===== config.mk =====
export PLATFORM = sky130hd
export DESIGN_NAME = lstm_seq_ctrl_flat
export DESIGN_NICKNAME = d
export VERILOG_FILES = /design/src/rtl/lstm_pkg.sv /design/src/rtl/lstm_seq_ctrl_if.sv /design/src/rtl/lstm_wt_bank.sv /design/src/rtl/lstm_seq_ctrl.sv /design/src/flat_wrapper.sv
export SDC_FILE = /design/constraint.sdc
export NUM_CORES = 1
export LEC_CHECK = 0
export ABC_AREA = 1
export BUFFER_PORTS_ARGS = -buffer_cell sky130_fd_sc_hd__buf_2
export CELL_PAD_IN_SITES_DETAIL_PLACEMENT = 1
export CELL_PAD_IN_SITES_GLOBAL_PLACEMENT = 2
export CORE_ASPECT_RATIO = 1.75
export CORE_MARGIN = 10
export CORE_UTILIZATION = 30
export DETAILED_ROUTE_END_ITERATION = 8
export PLACE_DENSITY = 0.89
export SETUP_SLACK_MARGIN = 0.15
export SLEW_MARGIN = 0
export SYNTH_ARGS = -nofsm -noshare
export SYNTH_HDL_FRONTEND = slang
export SYNTH_SLANG_ARGS = --single-unit

===== constraint.sdc =====
create_clock -name clk -period 2.1 [get_ports clk]
set_input_delay 0.42 -clock clk [delete_from_list [all_inputs] [get_ports clk]]
set_output_delay 0.42 -clock clk [all_outputs]
set_load 0.01 [all_outputs]

===== src/rtl/lstm_pkg.sv =====
// lstm_pkg: shared constants for the LSTM sequencer slice.
//   WIDTH/FRAC  : Q6.11 word format
//   NUM_WT      : gate weight/bias count held by the controller
//   WI_*        : weight bank index per gate term (same order as wr_addr)
//   st_e        : sequencer FSM states
package lstm_pkg;
  localparam int WIDTH  = 18;
  localparam int FRAC   = 11;
  localparam int NUM_WT = 12;

  localparam logic [3:0] WI_FX = 4'd0,  WI_FH = 4'd1,  WI_BF = 4'd2;
  localparam logic [3:0] WI_IX = 4'd3,  WI_IH = 4'd4,  WI_BI = 4'd5;
  localparam logic [3:0] WI_GX = 4'd6,  WI_GH = 4'd7,  WI_BG = 4'd8;
  localparam logic [3:0] WI_OX = 4'd9,  WI_OH = 4'd10, WI_BO = 4'd11;

  typedef enum logic [1:0] {ST_IDLE, ST_ISSUE, ST_CAPT, ST_OUT} st_e;
endpackage


===== src/rtl/lstm_seq_ctrl_if.sv =====
// lstm_seq_ctrl_if: sample stream in (s_*), h_t stream out (m_*) and the
// weight write port (wr_*) of the sequencer.
//   slave  : the sequencer side
//   master : the source/sink/host side
interface lstm_seq_ctrl_if #(parameter int WIDTH = lstm_pkg::WIDTH);
  logic             s_valid, s_ready, s_last;
  logic [WIDTH-1:0] s_data;
  logic             m_valid, m_ready, m_last;
  logic [WIDTH-1:0] m_data;
  logic             wr_en, wr_err;
  logic [3:0]       wr_addr;
  logic [WIDTH-1:0] wr_data;

  modport slave (
    input  s_valid, s_data, s_last, m_ready, wr_en, wr_addr, wr_data,
    output s_ready, m_valid, m_data, m_last, wr_err
  );
  modport master (
    output s_valid, s_data, s_last, m_ready, wr_en, wr_addr, wr_data,
    input  s_ready, m_valid, m_data, m_last, wr_err
  );
endinterface


===== src/rtl/lstm_wt_bank.sv =====
// lstm_wt_bank: 12 x WIDTH gate weight/bias registers.
//   idle     in  : writes land only while the sequencer is idle
//   wr_*     in  : write strobe/address/data
//   wr_err   out : 1-cycle pulse when a write is dropped (busy or addr>11)
//   cell_wt  out : packed bank, entry k at [k*WIDTH +: WIDTH]
module lstm_wt_bank
  import lstm_pkg::*;
#(
  parameter int WIDTH = lstm_pkg::WIDTH
) (
  input  logic                    clk,
  input  logic                    rst_n,
  input  logic                    idle,
  input  logic                    wr_en,
  input  logic [3:0]              wr_addr,
  input  logic [WIDTH-1:0]        wr_data,
  output logic                    wr_err,
  output logic [NUM_WT*WIDTH-1:0] cell_wt
);
  logic [NUM_WT-1:0][WIDTH-1:0] wt_q;
  logic                         addr_ok, wr_ok;

  assign addr_ok = (wr_addr < 4'(NUM_WT));
  assign wr_ok   = wr_en && idle && addr_ok;

  always_ff @(posedge clk or negedge rst_n) begin
    if (!rst_n) begin
      wt_q   <= '0;
      wr_err <= 1'b0;
    end else begin
      if (wr_ok) wt_q[wr_addr] <= wr_data;
      wr_err <= wr_en && !wr_ok;
    end
  end

  assign cell_wt = wt_q;
endmodule


===== src/rtl/lstm_seq_ctrl.sv =====
// lstm_seq_ctrl: steps one external LSTM cell over a sample stream.
//   clk, rst_n      : clock, async active-low reset
//   bus (slave)     : s_* sample in, m_* h_t out, wr_* weight writes
//   cell_x_t/c_prev/h_prev/cell_wt out : cell operands
//   cell_c_t/h_t    in  : cell registered results
//   busy            : FSM not idle
//   step_cnt        : steps done in current sequence (saturating)
// Build option LSTM_STATE_SAT_EN: clamp stored c to [-SAT_LIM, +SAT_LIM].
// One sample in flight: IDLE -> ISSUE -> CAPT -> OUT.
module lstm_seq_ctrl
  import lstm_pkg::*;
#(
  parameter int WIDTH   = lstm_pkg::WIDTH,
  parameter int FRAC    = lstm_pkg::FRAC,
  parameter int CNT_W   = 16,
  parameter int SAT_LIM = 8191
) (
  input  logic                    clk,
  input  logic                    rst_n,
  lstm_seq_ctrl_if.slave          bus,
  output logic [WIDTH-1:0]        cell_x_t,
  output logic [WIDTH-1:0]        cell_c_prev,
  output logic [WIDTH-1:0]        cell_h_prev,
  output logic [NUM_WT*WIDTH-1:0] cell_wt,
  input  logic [WIDTH-1:0]        cell_c_t,
  input  logic [WIDTH-1:0]        cell_h_t,
  output logic                    busy,
  output logic [CNT_W-1:0]        step_cnt
);
  st_e              state, state_d;
  logic [WIDTH-1:0] x_q, c_st, h_st, c_nxt, m_data_q;
  logic             last_q, m_valid_q, m_last_q;

  lstm_wt_bank #(.WIDTH(WIDTH)) u_bank (
    .clk     (clk),
    .rst_n   (rst_n),
    .idle    (state == ST_IDLE),
    .wr_en   (bus.wr_en),
    .wr_addr (bus.wr_addr),
    .wr_data (bus.wr_data),
    .wr_err  (bus.wr_err),
    .cell_wt (cell_wt)
  );

`ifdef LSTM_STATE_SAT_EN
  localparam logic signed [WIDTH-1:0] C_HI = WIDTH'(SAT_LIM);
  localparam logic signed [WIDTH-1:0] C_LO = -C_HI;
  always_comb begin
    c_nxt = cell_c_t;
    if ($signed(cell_c_t) > C_HI)      c_nxt = C_HI;
    else if ($signed(cell_c_t) < C_LO) c_nxt = C_LO;
  end
`else
  assign c_nxt = cell_c_t;
`endif

  always_ff @(posedge clk or negedge rst_n) begin
    if (!rst_n) state <= ST_IDLE;
    else        state <= state_d;
  end

  always_comb begin
    state_d = state;
    case (state)
      ST_IDLE:  if (bus.s_valid) state_d = ST_ISSUE;
      ST_ISSUE: state_d = ST_CAPT;   // cell samples operands at end of this cycle
      ST_CAPT:  state_d = ST_OUT;
      ST_OUT:   if (bus.m_ready) state_d = ST_IDLE;
      default:  state_d = ST_IDLE;
    endcase
  end

  always_ff @(posedge clk or negedge rst_n) begin
    if (!rst_n) begin
      x_q       <= '0;
      last_q    <= 1'b0;
      c_st      <= '0;
      h_st      <= '0;
      step_cnt  <= '0;
      m_data_q  <= '0;
      m_last_q  <= 1'b0;
      m_valid_q <= 1'b0;
    end else begin
      case (state)
        ST_IDLE: if (bus.s_valid) begin
          x_q    <= bus.s_data;
          last_q <= bus.s_last;
        end
        ST_CAPT: begin
          c_st      <= c_nxt;
          h_st      <= cell_h_t;
          m_data_q  <= cell_h_t;
          m_last_q  <= last_q;
          m_valid_q <= 1'b1;
          if (step_cnt != '1) step_cnt <= step_cnt + 1'b1;
        end
        ST_OUT: if (bus.m_ready) begin
          m_valid_q <= 1'b0;
          // sequence end: next sample starts from zero state
          if (m_last_q) begin
            c_st     <= '0;
            h_st     <= '0;
            step_cnt <= '0;
          end
        end
        default: ;
      endcase
    end
  end

  assign bus.s_ready = (state == ST_IDLE);
  assign busy        = (state != ST_IDLE);
  assign bus.m_valid = m_valid_q;
  assign bus.m_data  = m_data_q;
  assign bus.m_last  = m_last_q;
  assign cell_x_t    = x_q;
  assign cell_c_prev = c_st;
  assign cell_h_prev = h_st;
endmodule


===== src/flat_wrapper.sv =====
// flat-port wrapper written by rule: the top's interface ports become plain ports
module lstm_seq_ctrl_flat import lstm_pkg::*;
#(
  parameter int WIDTH   = lstm_pkg::WIDTH,
  parameter int FRAC    = lstm_pkg::FRAC,
  parameter int CNT_W   = 16,
  parameter int SAT_LIM = 8191
)
  (clk, rst_n, cell_x_t, cell_c_prev, cell_h_prev, cell_wt, cell_c_t, cell_h_t, busy, step_cnt, bus_s_valid, bus_s_data, bus_s_last, bus_m_ready, bus_wr_en, bus_wr_addr, bus_wr_data, bus_s_ready, bus_m_valid, bus_m_data, bus_m_last, bus_wr_err);
  lstm_seq_ctrl_if #(.WIDTH(WIDTH)) bus_i ();
  input  logic clk;
  input  logic rst_n;
  output logic [WIDTH-1:0] cell_x_t;
  output logic [WIDTH-1:0] cell_c_prev;
  output logic [WIDTH-1:0] cell_h_prev;
  output logic [NUM_WT*WIDTH-1:0] cell_wt;
  input  logic [WIDTH-1:0] cell_c_t;
  input  logic [WIDTH-1:0] cell_h_t;
  output logic busy;
  output logic [CNT_W-1:0] step_cnt;
  input wire logic [$bits(bus_i.s_valid)-1:0] bus_s_valid;
  input wire logic [$bits(bus_i.s_data)-1:0] bus_s_data;
  input wire logic [$bits(bus_i.s_last)-1:0] bus_s_last;
  input wire logic [$bits(bus_i.m_ready)-1:0] bus_m_ready;
  input wire logic [$bits(bus_i.wr_en)-1:0] bus_wr_en;
  input wire logic [$bits(bus_i.wr_addr)-1:0] bus_wr_addr;
  input wire logic [$bits(bus_i.wr_data)-1:0] bus_wr_data;
  output wire logic [$bits(bus_i.s_ready)-1:0] bus_s_ready;
  output wire logic [$bits(bus_i.m_valid)-1:0] bus_m_valid;
  output wire logic [$bits(bus_i.m_data)-1:0] bus_m_data;
  output wire logic [$bits(bus_i.m_last)-1:0] bus_m_last;
  output wire logic [$bits(bus_i.wr_err)-1:0] bus_wr_err;
  assign bus_i.s_valid = bus_s_valid;
  assign bus_i.s_data = bus_s_data;
  assign bus_i.s_last = bus_s_last;
  assign bus_i.m_ready = bus_m_ready;
  assign bus_i.wr_en = bus_wr_en;
  assign bus_i.wr_addr = bus_wr_addr;
  assign bus_i.wr_data = bus_wr_data;
  assign bus_s_ready = bus_i.s_ready;
  assign bus_m_valid = bus_i.m_valid;
  assign bus_m_data = bus_i.m_data;
  assign bus_m_last = bus_i.m_last;
  assign bus_wr_err = bus_i.wr_err;
  lstm_seq_ctrl #(.WIDTH(WIDTH), .FRAC(FRAC), .CNT_W(CNT_W), .SAT_LIM(SAT_LIM)) u_core (.clk(clk), .rst_n(rst_n), .bus(bus_i), .cell_x_t(cell_x_t), .cell_c_prev(cell_c_prev), .cell_h_prev(cell_h_prev), .cell_wt(cell_wt), .cell_c_t(cell_c_t), .cell_h_t(cell_h_t), .busy(busy), .step_cnt(step_cnt));
endmodule

==> metrics.md <==
| Metric | Value |
|---|---|
| Most frequent cell after synthesis | nand2_1 |
| Clk sinks | 310 |
| Leak | 8.472 nW |
| Design area | 15620 sq um |
| Top post-synthesis cells by count | nand2_1 (367), dfrtp_1 (310), o21ai_1 (149) |
| Detail Placement HPWL | 33.89 mm |
| CTS tree | done |
| MaxCap Viol Count | 0 |
| Fmax | 537.5 MHz |
| H-tree levels | 1 |
| Worst skew pair latency | 560 ps |
| Cells taking the most area after synthesis | dfrtp_1 (64%), nand2_1 (11%), o21ai_1 (6.2%) |
| CP bufs+invs | 3 |
| Gr ovfl total | 0 |
| Drt pass-1 iters | 4 |
| Synth cell types | 25 |
| RePlAce Congestion | 0.7981 |
| Synthesized area per cell | 10.15 sq um |
| CP Launch Type | flip-flop |
| Max rail drop VDD | 0.7085 mV |
| Pin count of the biggest net entering global routing | 77 |
| Hold crit path type | input port to flip-flop |
| Pwr dens | 1473 nW/um^2 |
| Final setup violation count | 0 |
| CP top delay family | flip-flops |
| Row count | 97 |
| Clock Pin Slew Worst Setup and Hold Paths | 70 ps |
| Mapped Nets | 1276 |
| Dpl ws | -65.22 ps |
| Tot GR Track Use | 17.78% |
| IO buf count | 390 |
| Initial antenna violation count | 8 |
| Fin. max-slew vios | 0 |
| Area Growth Syn to Fin | 29.36% |
| Num CTS Buffers | 30 |
| Total Wirelength | 44.15 mm |
| CP Data Arrival Time | 1440 ps |
| EDFF count, synth | 0 |
| Seq/Total Area, Yosys | 64.26% |
| Slew HR | 53.80% |
| Kind of critical path | flip-flop to primary output |
| Total Die Area | 48980 sq um |
| Vias after detailed routing | 9810 |
| Clock Tree Buf Depth | 3 |
| Crit-path cells | inv_2, ha_4, inv_2, buf_4 |
| Required @ worst endpoint | 1680 ps |
| Core Region | 39930 sq um |
| Mean routed wirelength per cell | 21.00 um |
| Vias in the first global route | 10.88k |
| Setup Skew | 15.99 ps |
| FFs w/ async S/R, synth | 100.0% |
| Outcome | completed |
| Crit-path most repeated cell | inv_2 |
| Nets@finish | 1667 |
| Post-CTS setup buffer count | 0 |
| Slowest cell on crit path | dfrtp_1 |
| Final hold violation count | 0 |
| Crit end category | primary output |
| Layout cells sized above 1 | 33.96% |
| Synth Register Bits | 310 |
| Most used DFF post-synth | dfrtp_1 |
| Via/cell ratio | 4.667 |
| Die width | 171.6 um |
| Yosys top cell area share | 64.26% |
| Top Ports | 391 |
| Height of the die | 285.4 um |
| Antenna Violating Nets Remaining | 0 |
| CP max stage delay | 400 ps |
| Initial DRC count | 446 |
| Root Buffer | clkbuf_16 |
| First-pass GRT wire length | 66.92 mm |
| Drc violations | 0 |
| Final non-filler cell total | 2102 |
| Dpl cells | 2042 |
| Core Util, Final | 39.11% |
| Post-Syn Area | 12070 sq um |
| Initial Utilization | 30.23% |
| Cells after Synth | 1189 |
| Clock period minus final worst setup slack | 1861 ps |
| RSZ-0062 raised after global routing | yes |
| Critical path fanouts, max | 4 |
| Tightest Pin Transition | 692.2 ps |
| Setup ws final | 239.4 ps |
| DP Area | 14550 sq um |
| Cell taking the most area after synthesis | dfrtp_1 |
| Tcrit/Tclk final | 88.60% |
| Warnings, synthesis | 0 |
through the flow:
step / hold WS (ps) / setup TNS, ps / power [mW]
finish: 77.98 / 0 / 23.00
global route: 70.13 / 0 / 24.61
CTS: 41.88 / 0 / 23.42
detailed placement: 303.5 / -260.6 / 17.72
global placement: 298.9 / 0 / 17.30
floorplan: 124.4 / 0 / 13.37
kinds of logic (layout without fill, tap and decap cells):
logic type                 Yosys count  count (layout)  synth area share, %
xor gates and xnor gates             6               6               0.4353
adders and majority gates            5               5               0.5182
DFF                                310             310                64.26
muxes                               19              19                1.772
and+or+nand+nor                    446             446                14.88
other                                0               5                    0
AOI/OAI and AO/OA                  270             270                12.05
buffers and inverters              133             546                6.074
final timing paths:
check | end | cells past startpoint | from | slack [ps]
max | busy | 4 | u_core.state[0] | 240
min | u_core.cell_c_prev[1] | 3 | cell_c_t[1] | 80
max reg2reg | u_core.u_bank.cell_wt[31] | 8 | u_core.state[0] | 240
min reg2reg | u_core.cell_c_prev[12] | 2 | u_core.cell_c_prev[12] | 460
max in group asynchronous | u_core.cell_h_prev[12] | 4 | rst_n | 1000
min in group asynchronous | u_core.cell_c_prev[11] | 2 | rst_n | 300
layout make-up:
| cell class | count | area (sq um) |
|---|---|---|
| multi-input cells | 746 | 3630 |
| well taps | 495 | 619.3 |
| diodes | 5 | 12.51 |
| inverters | 61 | 229.0 |
| repair buffers | 431 | 2362 |
| fillers | 4630 | 24310 |
| clock inverters | 11 | 95.09 |
| flip-flops and latches | 310 | 7757 |
| clock buffers | 43 | 910.9 |
registers in the layout, summed over array words and instances (netlist names):
register and cells:
u_core.u_bank.cell_wt 216, u_core.bus.m_data 18, u_core.cell_c_prev 18, u_core.cell_h_prev 18, u_core.cell_x_t 18, u_core.step_cnt 16
u_core.state 2, u_core.bus.m_last 1, u_core.bus.m_valid 1, u_core.last_q 1, u_core.u_bank.wr_err 1
layout by cell type, fill, tap and decap left out, drive strengths merged:
master / synthesis / layout
a211oi: 1 / 1
a21oi: 2 / 2
buf: 34 / 430
bufinv: 0 / 1
clkbuf: 38 / 43
clkinv: 1 / 5
clkinvlp: 0 / 6
dfrtp: 310 / 310
diode: 0 / 5
dlygate4sd3: 0 / 1
ha: 5 / 5
inv: 60 / 60
mux2: 19 / 19
nand2: 380 / 380
nand3: 25 / 25
nand4: 4 / 4
nor2: 34 / 34
nor3: 3 / 3
o21a: 1 / 1
o21ai: 266 / 266
xnor2: 1 / 1
xor2: 5 / 5
routing by layer:
layer	vias to the layer above	track usage, %	share of wire (%)	routed length [um]
met5	-	0	0.10	46
met4	6	6.742	3.0	1341
met3	75	5.645	7.9	3492
met2	274	33.55	55	24350
met1	4845	17.31	34	14920
li1	4610	-	-	-
power breakdown:
group | switching, mW | leakage [nW] | total (mW) | internal (mW)
clock | 2.40 | 0.481 | 5.53 | 3.13
combinational | 4.98 | 3.89 | 8.07 | 3.09
sequential | 1.27 | 4.10 | 9.40 | 8.13
total | 8.64 | 8.47 | 23.0 | 14.4
timing repair:
item,CTS,global route
hold endpoints to repair,37,0
endpoints found under the setup margin,91,52
hold buffers,1,0
resized for setup,10,1
worst reg2reg max path, stage by stage (launching register included):
cell and delay (ps):
dfrtp_1 400, inv_2 110, ha_4 160, inv_2 60
a211oi_4 250, buf_12 220, nand2_4 260, nand2_1 190
o21ai_1 80
Power figures use the tool's default switching activity.
